--- src/rtl/radio_enable_sequencer.sv ---
// Radio on-window sequencer: round-robin grant between two requesters, then WARMUP -> ON -> GUARD.
// Optional feature macro: RADIO_SEQ_ABORT_STATS_EN adds a saturating accepted-abort counter.
module radio_enable_sequencer #(
  parameter int CNT_W  = 16,
  parameter int WARMUP = 8,
  parameter int GUARD  = 4
) (
  input  logic             ck,
  input  logic             arst,
  input  logic [1:0]       req,
  input  logic [CNT_W-1:0] dur0,
  input  logic [CNT_W-1:0] dur1,
  input  logic             abort,
  output logic [1:0]       grant,
  output logic             radio_enable,
  output logic             rf_valid,
  output logic             busy,
  output logic             done,
  output logic [7:0]       abort_cnt
);

  typedef enum logic [1:0] {S_IDLE, S_WARMUP, S_ON, S_GUARD} state_t;

  localparam logic [CNT_W-1:0] WARMUP_LOAD = CNT_W'(WARMUP - 1);
  localparam logic [CNT_W-1:0] GUARD_LOAD  = CNT_W'(GUARD - 1);

  state_t           state_reg, state_next;
  logic [CNT_W-1:0] cnt_reg, cnt_next;
  logic [CNT_W-1:0] dur_q_reg, dur_q_next;
  logic             last_reg, last_next;
  logic             win;
  logic [CNT_W-1:0] dur_sel;
  logic [1:0]       grant_reg, grant_next;
  logic             radio_enable_reg, rf_valid_reg, busy_reg, done_reg;

  always_comb begin
    state_next = state_reg;
    cnt_next   = cnt_reg;
    dur_q_next = dur_q_reg;
    last_next  = last_reg;
    grant_next = grant_reg;
    win        = 1'b0;
    dur_sel    = dur0;
    unique case (state_reg)
      S_IDLE: begin
        grant_next = 2'b00;
        if (req != 2'b00) begin
          // Both requesting: the one not served last wins.
          if (req == 2'b11) win = ~last_reg;
          else              win = req[1];
          dur_sel    = win ? dur1 : dur0;
          grant_next = win ? 2'b10 : 2'b01;
          last_next  = win;
          dur_q_next = (dur_sel == '0) ? CNT_W'(1) : dur_sel;
          cnt_next   = WARMUP_LOAD;
          state_next = S_WARMUP;
        end
      end
      S_WARMUP: begin
        if (abort) begin
          cnt_next   = GUARD_LOAD;
          state_next = S_GUARD;
        end else if (cnt_reg == '0) begin
          cnt_next   = dur_q_reg - CNT_W'(1);
          state_next = S_ON;
        end else begin
          cnt_next = cnt_reg - CNT_W'(1);
        end
      end
      S_ON: begin
        if (abort || cnt_reg == '0) begin
          cnt_next   = GUARD_LOAD;
          state_next = S_GUARD;
        end else begin
          cnt_next = cnt_reg - CNT_W'(1);
        end
      end
      S_GUARD: begin
        if (cnt_reg == '0) begin
          grant_next = 2'b00;
          state_next = S_IDLE;
        end else begin
          cnt_next = cnt_reg - CNT_W'(1);
        end
      end
      default: state_next = S_IDLE;
    endcase
  end

  // Outputs are registered from the next state so they align with the state they describe.
  always_ff @(posedge ck) begin
    if (arst) begin
      state_reg        <= S_IDLE;
      cnt_reg          <= '0;
      dur_q_reg        <= '0;
      last_reg         <= 1'b1;
      grant_reg        <= 2'b00;
      radio_enable_reg <= 1'b0;
      rf_valid_reg     <= 1'b0;
      busy_reg         <= 1'b0;
      done_reg         <= 1'b0;
    end else begin
      state_reg        <= state_next;
      cnt_reg          <= cnt_next;
      dur_q_reg        <= dur_q_next;
      last_reg         <= last_next;
      grant_reg        <= grant_next;
      radio_enable_reg <= (state_next == S_WARMUP) || (state_next == S_ON);
      rf_valid_reg     <= (state_next == S_ON);
      busy_reg         <= (state_next != S_IDLE);
      done_reg         <= (state_next == S_GUARD) && (cnt_next == '0);
    end
  end

  assign grant        = grant_reg;
  assign radio_enable = radio_enable_reg;
  assign rf_valid     = rf_valid_reg;
  assign busy         = busy_reg;
  assign done         = done_reg;

`ifdef RADIO_SEQ_ABORT_STATS_EN
  logic       abort_hit;
  logic [7:0] abort_cnt_reg;

  assign abort_hit = abort && ((state_reg == S_WARMUP) || (state_reg == S_ON));

  always_ff @(posedge ck) begin
    if (arst)                                   abort_cnt_reg <= 8'd0;
    else if (abort_hit && abort_cnt_reg != 8'hFF) abort_cnt_reg <= abort_cnt_reg + 8'd1;
  end

  assign abort_cnt = abort_cnt_reg;
`else
  assign abort_cnt = 8'd0;
`endif

endmodule

--- config.mk ---
export PLATFORM = sky130hd
export DESIGN_NAME = radio_enable_sequencer
export DESIGN_NICKNAME = d
export VERILOG_FILES = /design/src/rtl/radio_enable_sequencer.sv
export SDC_FILE = /design/constraint.sdc
export NUM_CORES = 1
export LEC_CHECK = 0
export CELL_PAD_IN_SITES_DETAIL_PLACEMENT = 1
export CELL_PAD_IN_SITES_GLOBAL_PLACEMENT = 2
export CORE_MARGIN = 2
export CORE_UTILIZATION = 27
export CTS_CLUSTER_DIAMETER = 60
export DETAILED_ROUTE_END_ITERATION = 10
export PLACE_DENSITY = 0.84
export SETUP_SLACK_MARGIN = 0.1
export SYNTH_ARGS = -nofsm -noshare
export SYNTH_HDL_FRONTEND = slang
export SYNTH_SLANG_ARGS = --single-unit
--- constraint.sdc ---
create_clock -name ck -period 2.4 [get_ports ck]
set_input_delay 0.6 -clock ck [delete_from_list [all_inputs] [get_ports ck]]
set_output_delay 0.6 -clock ck [all_outputs]
set_load 0.005 [all_outputs]
# Word-level counts from Yosys, hierarchy flattened
# Index checks and enable logic that the tools add are counted.
# classes
n_addsub	2
n_eq_ne	8
mux	21
bitwise	1
reduce_logical	12
# ops
op	n
16-bit two-way mux	7
16-bit case mux with 4 select lines	1
16-bit zero test	3
16-bit by 1-bit subtractor with 16-bit output, second input constant	2
2-bit two-way mux	8
2-bit == test, second input constant	5
2-bit case mux with 4 select lines	1
2-bit nonzero test	3
2-bit by 1-bit == test with 1-bit output, second input constant	2
2-bit case mux with 2 select lines	1
2-bit AND reduction	2
1-bit two-way mux	3
2-bit zero test	1
1-bit logical OR	2
2-bit inequality test, second input constant	1
1-bit logical AND	1
1-bit inverter	1
# word_totals
reg_bits	41
out_inout_bits	14
word_cells	53

# Depth between registers and ports, before layout
# logic_depth
ltp_word	7
ltp_mapped	14
ltp_nobuf	14

# Worst setup path before layout
# OpenSTA, ideal clock, no wires.
# synth_path
path_type	flip-flop to flip-flop
startpoint	register cnt_reg[0]
endpoint	register done_reg (netlist: done)
setup_time_ps	88
t_arrival_ps	2550
path_slack_ps	-238
stages_incl_launch_ff	14
n_path_buf	0
path_cell_list	dfxtp_1 -> inv_1 -> ha_1 -> nor4b_1 -> nand3_1 -> nor2_1 -> nor3_1 -> o31a_1 -> inv_1 -> ha_1 -> nand4b_1 -> nor3_1 -> nand4_1 -> nor4_2
# synth_via
elab_chain_cells	6
# synth_lines
element	line_no	rtl
start: declaration	28	logic [CNT_W-1:0] cnt_reg, cnt_next;
start signal: assignment	104	cnt_reg <= cnt_next;
16-bit zero test (*)	63, 71, 79	
2-bit two-way mux or 1-bit logical OR (tied branches)	63, 71	
2-bit two-way mux (on tied branches)	60, 71	
2-bit case mux with 4 select lines (*)	44	unique case (state_reg)
via state_next[0]	27	state_t state_reg, state_next;
2-bit == test (*)	111	done_reg <= (state_next == S_GUARD) && (cnt_next == '0);
1-bit logical AND (*)	111	
end signal: assignment	111	
end: declaration	34	logic radio_enable_reg, rf_valid_reg, busy_reg, done_reg;
# The timed path passes the listed nets; every way through them passes the cells marked *.
# A chain may end at the register's enable or synchronous reset.

# Worst setup path after layout
# layout_path
startpoint	register cnt_reg[0]
endpoint	register done_reg (netlist: done)
# layout_via
elab_chain_cells	6
# layout_lines
element	line_no	rtl
16-bit by 1-bit subtractor with 16-bit output or 16-bit zero test (tied branches)	n/a	
16-bit two-way mux, or another cell as far along	63	end else if (cnt_reg == '0) begin
16-bit two-way mux, or another cell as far along	60	if (abort) begin
16-bit case mux with 4 select lines or 2-bit case mux with 4 select lines (tied branches)	44	
16-bit zero test or 2-bit == test (tied branches)	111	
1-bit logical AND (*)	111	
# Mark *: on every way between the ends. The rest lies on a longest branch, timed or not.

==> results.json <==
{
  "status": "complete, but fails checks",
  "violations": "negative setup slack",
  "rows": 36,
  "synth.yosys.seq_area_share": 0.3050,
  "drt.antenna.violating_nets": 0,
  "internal_power_mw": 2.255,
  "clkTransAtPathRegs_ps": 80,
  "cts_hold_buf": 0,
  "tightest_slew_ps": 577.8,
  "path_class": "reg2reg",
  "netlist_area_um2": 2691,
  "drive_above_1_share": 0.3124,
  "crit_buf_inv": 0,
  "place_congestion": 0.8771,
  "grt_pass1_wl_um": 16110,
  "core_area_um2": 9729,
  "async_reset_ff_frac": 0,
  "synth_warnings": 0,
  "synth-edff-count": 0,
  "finalCriticalPeriod_ps": 2450,
  "antenna_found_initial": 0,
  "cp_data_arrival_time_ps": 2660,
  "multi_input_area_um2": 1929,
  "cpPeakStageDelay_ps": 530,
  "hp-class": "reg2reg",
  "pwr-share-clk": 0.120,
  "drt_pre_antenna_iters": 4,
  "grt_max_degree": 41,
  "die_h_um": 103.8,
  "ctsHtreeMaxLevel": 2,
  "die_area_um2": 10780,
  "pin_count": 51,
  "drt-total-wl_um": 10260,
  "cts_root_buf": "clkbuf_8",
  "clock_path_buffers": 2,
  "synth_seq_cells": 41,
  "rsz0062_at_grt": "yes",
  "n_fill_cell": 1203,
  "worstPathCellList": "or4_4 > or4_4 > and3_4 > a211o_1 > a21oi_2 > nand3_2 > nor4_2",
  "wl_per_cell_um": 17.27,
  "synth_area_leaders": "dfxtp_1 (30%), mux2i_1 (6.7%), nor2_1 (6.4%)",
  "grt_pass1_vias": 3304,
  "synth_cells": 344,
  "swShare": 0.4243,
  "p_leak_nw": 1.659,
  "maxCapViolCount": 0,
  "cts.sinks": 41,
  "avgSynthCellArea_um2": 7.824,
  "layout_common_cells": "buf_4 (77), nor2_1 (42), clkdlybuf4s50_1 (41)",
  "fmax_mhz": 408.2,
  "crit_path_end_kind": "flip-flop",
  "fin_util": 0.4279,
  "routed_via_density": 5.222,
  "crit_top_cell": "or4_4",
  "path_delay_family": "simple AND/OR/NAND/NOR gates",
  "die_x_um": 103.8,
  "cp.required_ps": 2610,
  "initial_utilization": 0.2766,
  "power_frac_seq": 0.259,
  "synth_cell_type_count": 55,
  "drt_iter0_drc": 143,
  "vdd_drop_max_v": 0.0003407,
  "critPathSlowestCell": "or4_4",
  "critical_path.startpoint_type": "flip-flop",
  "grt_usage": 0.1835,
  "cts_tree": "yes",
  "area_growth_pct": 54.67,
  "synth_top_cell_by_area": "dfxtp_1",
  "period_share": 1.021,
  "hold_violations": 0,
  "slew_viol_final": 0,
  "dp.final_hpwl_um": 7555,
  "clock_latency_ps": 300,
  "vias": 3102,
  "drc_errors": 0,
  "port_buffers": 42,
  "yosysTopAreaCellShare": 0.3050,
  "synth_flop_cell": "dfxtp_1",
  "finClkSkew_ps": 10.20,
  "p_sw_mw": 1.662,
  "diodes": 0,
  "cp_max_fo": 3,
  "pwr-share-comb": 0.621,
  "final_nets": 504,
  "slew_headroom": 0.6140,
  "regArea_um2": 835.8,
  "setup_violations": 1,
  "layout_setup_ws_ps": -50.01,
  "power_density_nw_per_um2": 941.1,
  "final_common_cell": "buf_4",
  "cts_buffers": 5,
  "gr-total-overflow": 0,
  "power.total_mw": 3.917
}
==> repair_timing <==
item,4_1_cts,5_1_grt
setup buffers,9,5
gates resized for setup,22,31
setup endpoints to repair,8,11
pin swaps,13,8
cloned,0,0
==> cell families (layout without fill, tap and decap cells) <==
kind of cell,count (synthesis),after routing,synth area share
DFF,41,41,0.3050
AOI/OAI and AO/OA,84,84,0.2162
xor gates and xnor gates,15,15,0.04881
other,1,8,0.001393
adders and majority gates,6,6,0.02789
buffers and inverters,34,144,0.06183
muxes,18,18,0.06694
and+or+nand+nor,145,145,0.2720
==> stage by stage <==
stage          setup TNS [ps]  std cells  hold slack, ps  area [µm²]  worst slack [ps]
2_1_floorplan               0        351           482.1        2778             41.58
3_3_place_gp            -1483        573           492.3        3795            -361.9
3_5_place_dp            -2432        573           515.2        3795            -474.1
4_1_cts                     0        589           525.5        4023             19.44
5_1_grt                -156.4        594           557.2        4163            -137.1
6_report               -50.01        594           521.3        4163            -50.01
==> cell type report <==
cell class                 count  area share
inverter                      10    0.009618
tap                          133     0.03998
timing repair buffer         127      0.2654
clock buffer                   7     0.02074
sequential                    41      0.2008
multi-input combinational    276      0.4635
==> cell usage after synthesis, types with 3 or more instances <==
master	number
nor2_1	46
dfxtp_1	41
nor3_1	24
nand2_1	22
mux2i_1	18
a211oi_1	16
a21oi_1	16
o21ai_0	15
clkbuf_1	13
nor4_1	12
xnor2_1	11
inv_1	10
buf_4	8
a221oi_1	7
nand4_1	7
ha_1	6
nand3_1	5
nor2b_1	5
or3_1	4
xor2_1	4
and3_1	3
o21a_1	3
o31ai_1	3
or4_1	3
==> worst paths after layout <==
check / startpoint / end / slack (ps) / cells after the start
worst min-delay path: dur_q_reg[15] / dur_q_reg[15] / 520 / 2
worst max-delay path: cnt_reg[0] / done / -50 / 7
worst min register to register: dur_q_reg[15] / dur_q_reg[15] / 520 / 2
worst max register to register: cnt_reg[0] / done / -50 / 7
==> worst register-to-register path, cell delays in order (launching register included) <==
cell and delay [ps]:
dfxtp_4 370, or4_4 530, or4_4 440, and3_4 160, a211o_1 280, a21oi_2 180, nand3_2 120, nor4_2 280
==> power by group through the flow <==
stage	clock (mW)	sequential, mW	combinational (mW)
2_1_floorplan	0	0.958	1.15
3_3_place_gp	0	1.00	2.02
3_5_place_dp	0	1.01	2.09
4_1_cts	0.475	1.00	2.23
5_1_grt	0.513	1.04	2.63
6_report	0.470	1.02	2.43
==> routing by layer <==
metal | global-route usage | up-vias | part of all wire
li1 | - | 1496 | -
met1 | 0.2162 | 1498 | 0.43
met5 | 0 | - | 0
met2 | 0.3322 | 83 | 0.51
met4 | 0.06757 | 0 | 0.022
met3 | 0.03084 | 25 | 0.039
Note: power is estimated with default switching activity, not from simulation.
==> variant, RTL diff (config.mk and constraints unchanged) <==
Change the parameter `CNT_W` from 16 to 32.
--- a/src/rtl/radio_enable_sequencer.sv
+++ b/src/rtl/radio_enable_sequencer.sv
@@ -2,5 +2,5 @@
 // Optional feature macro: RADIO_SEQ_ABORT_STATS_EN adds a saturating accepted-abort counter.
 module radio_enable_sequencer #(
-  parameter int CNT_W  = 16,
+  parameter int CNT_W  = 32,
   parameter int WARMUP = 8,
   parameter int GUARD  = 4
Interface: changed (resized dur0 and dur1); port bits go from 51 to 83. The function was not compared with the original's and may differ.
==> variant against the unedited design <==
  * The flow still finishes with violations (negative setup slack)
  * Sequential cell count is 32 higher
  * Maximum frequency is 20% lower
  * Worst setup slack worse by 0.61 ns
  * Cell area is 140% higher
  * Routed wire length grew to 2.9 times the old value
  * Synthesized area is 87% higher
  * Clock skew is 0.0023 ns lower
  * Power grew to 3.2 times the old value
==> variant: results (changes against the unedited design) <==
outcome: "finished with violations"
violations: "negative setup slack"
p_sw_mw: 5.67  # +240%
hold_class: "flip-flop to flip-flop"
diodes: 0  # unchanged
synth_xor_area_share_pct: 5.23  # +0.35 points
gr-usage-all-layers_pct: 28.0  # +9.6 points
num_vias: 6810  # +120%
crit_fanout: 5  # +2
synth-compound-area-share_pct: 19.4  # -2.2 points
nFillCells: 2019  # +68%
yosysSeqAreaShare_pct: 29.1  # -1.4 points
wl_per_cell_um: 23.8  # +38%
tns_ns: -15.31  # -15.26 ns
pwr-share-seq_pct: 13.9  # -12 points
synth_cells: 660  # +92%
finalWeightedCongestion: 0.947  # +8.0%
yosysWarnings: 0  # unchanged
slowest_delay_ns: 0.49  # -0.04 ns
dp.cells: 1169  # +100%
p_leak_nw: 4.18  # +150%
skew_ns: 0.00793  # -0.00227 ns
grt_pass1_wl_um: 42500  # +160%
ys.flop_type: "dfxtp_1"
synth_area_leaders: "dfxtp_1 29%, a21oi_1 7.2%, mux2i_1 7.0%"
io_buffers: 74  # +76%
pg_comb_mw: 9.46  # +290%
tightest_slew_ns: 0.958  # +0.380 ns
synth-async-reset-ratio_pct: 0  # unchanged
htree_levels: 3  # +1
antenna_found_initial: 0  # unchanged
layout-drive-gt1-share_pct: 54.3  # +23 points
power_mw: 12.7  # +220%
cts-buffers-inserted: 9  # +4
clk_latency_ns: 0.36  # +0.06 ns
cp_slowest_cell: "or4b_1"
clk_path_buf_depth: 2  # unchanged
cts_root_buf: "clkbuf_16"
synth_fa_ha_area_share_pct: 1.65  # -1.1 points
first_pass_iters: 5  # +1
cts.clk_slew.worst_paths_ns: 0.07
placed_cell_area_um2: 7810  # +110%
hpwl_um: 18700  # +150%
hold_violations: 0  # unchanged
drt_iter0_markers: 355  # +150%
synth_mux_area_share_pct: 6.98  # +0.28 points
yosys-top-cells-count: "92 x nor2_1, 73 x dfxtp_1, 72 x a21oi_1"
cp.arrival_ns: 3.35  # +0.69 ns
routed_wl_um: 29800  # +190%
grt_pass1_vias: 7575  # +130%
nets: 1092  # +120%
place_ws_ns: -1.00  # -0.528 ns
synth_cell_types: 70  # +27%
worst_slack_ns: -0.658  # -0.608 ns
grt_start_max_net_pins: 73  # +78%
irDropWorstVdd_mv: 0.569  # +67%
setup_violations: 53  # +52
-- variant: cell count changes after synthesis, moves of 14 or more --
cell	change
dfxtp_1	+32
nand2_1	+18
xor2_1	+14
mux2i_1	+17
o21ai_0	+15
a211oi_1	-14
nor2b_1	+33
a21oi_1	+56
nor2_1	+46
clkbuf_1	+14
-- variant: final timing paths --
path	startpoint	end	slack, ns	cells past startpoint
max	cnt_reg[1]	done	-0.66	13
min	grant[1]	grant[1]	0.52	2
max reg2reg	cnt_reg[1]	done	-0.66	13
min reg2reg	grant[1]	grant[1]	0.52	2
-- variant: cells by family after synthesis --
group           Yosys count
compound gates          157
fa+ha+maj                 7
other cells               1
xor+xnor                 30
simple gates            304
flops                    73
buf+inv                  53
mux                      35
-- variant: what timing repair did --
item,4_1_cts,5_1_grt
setup endpoints to repair,65,67
gates cloned,5,0
gates resized for setup,192,143
pin swaps,49,43
endpoints found under the hold margin,0,0
setup buffers,43,25
-- variant: metal layers --
metal  routed length, um  track usage (%)  up-vias
met5                   0                0        -
met3                1170             3.86       83
li1                    -                -     3111
met2               15700             52.2      250
met4                1460             12.9        0
met1               11500             31.4     3366
-- variant: cell type report --
| class | instances | area, um^2 | share of cell area [%] |
|---|---|---|---|
| tap | 229 | 287 | 2.85 |
| clock buffer | 10 | 239 | 2.38 |
| sequential | 73 | 1490 | 14.8 |
| inverter | 10 | 42.5 | 0.423 |
| clock inverter | 6 | 65.1 | 0.647 |
| timing repair buffer | 383 | 3280 | 32.6 |
| multi-input combinational | 541 | 4650 | 46.2 |
-- variant: critical path, delay by kind of cell, from the launching register on --
family / cells / cell delay, ns
compound gates: 4 / 0.69
fa+ha+maj: 1 / 0.14
buf+inv: 3 / 0.42
flops: 1 / 0.33
simple gates: 5 / 1.40
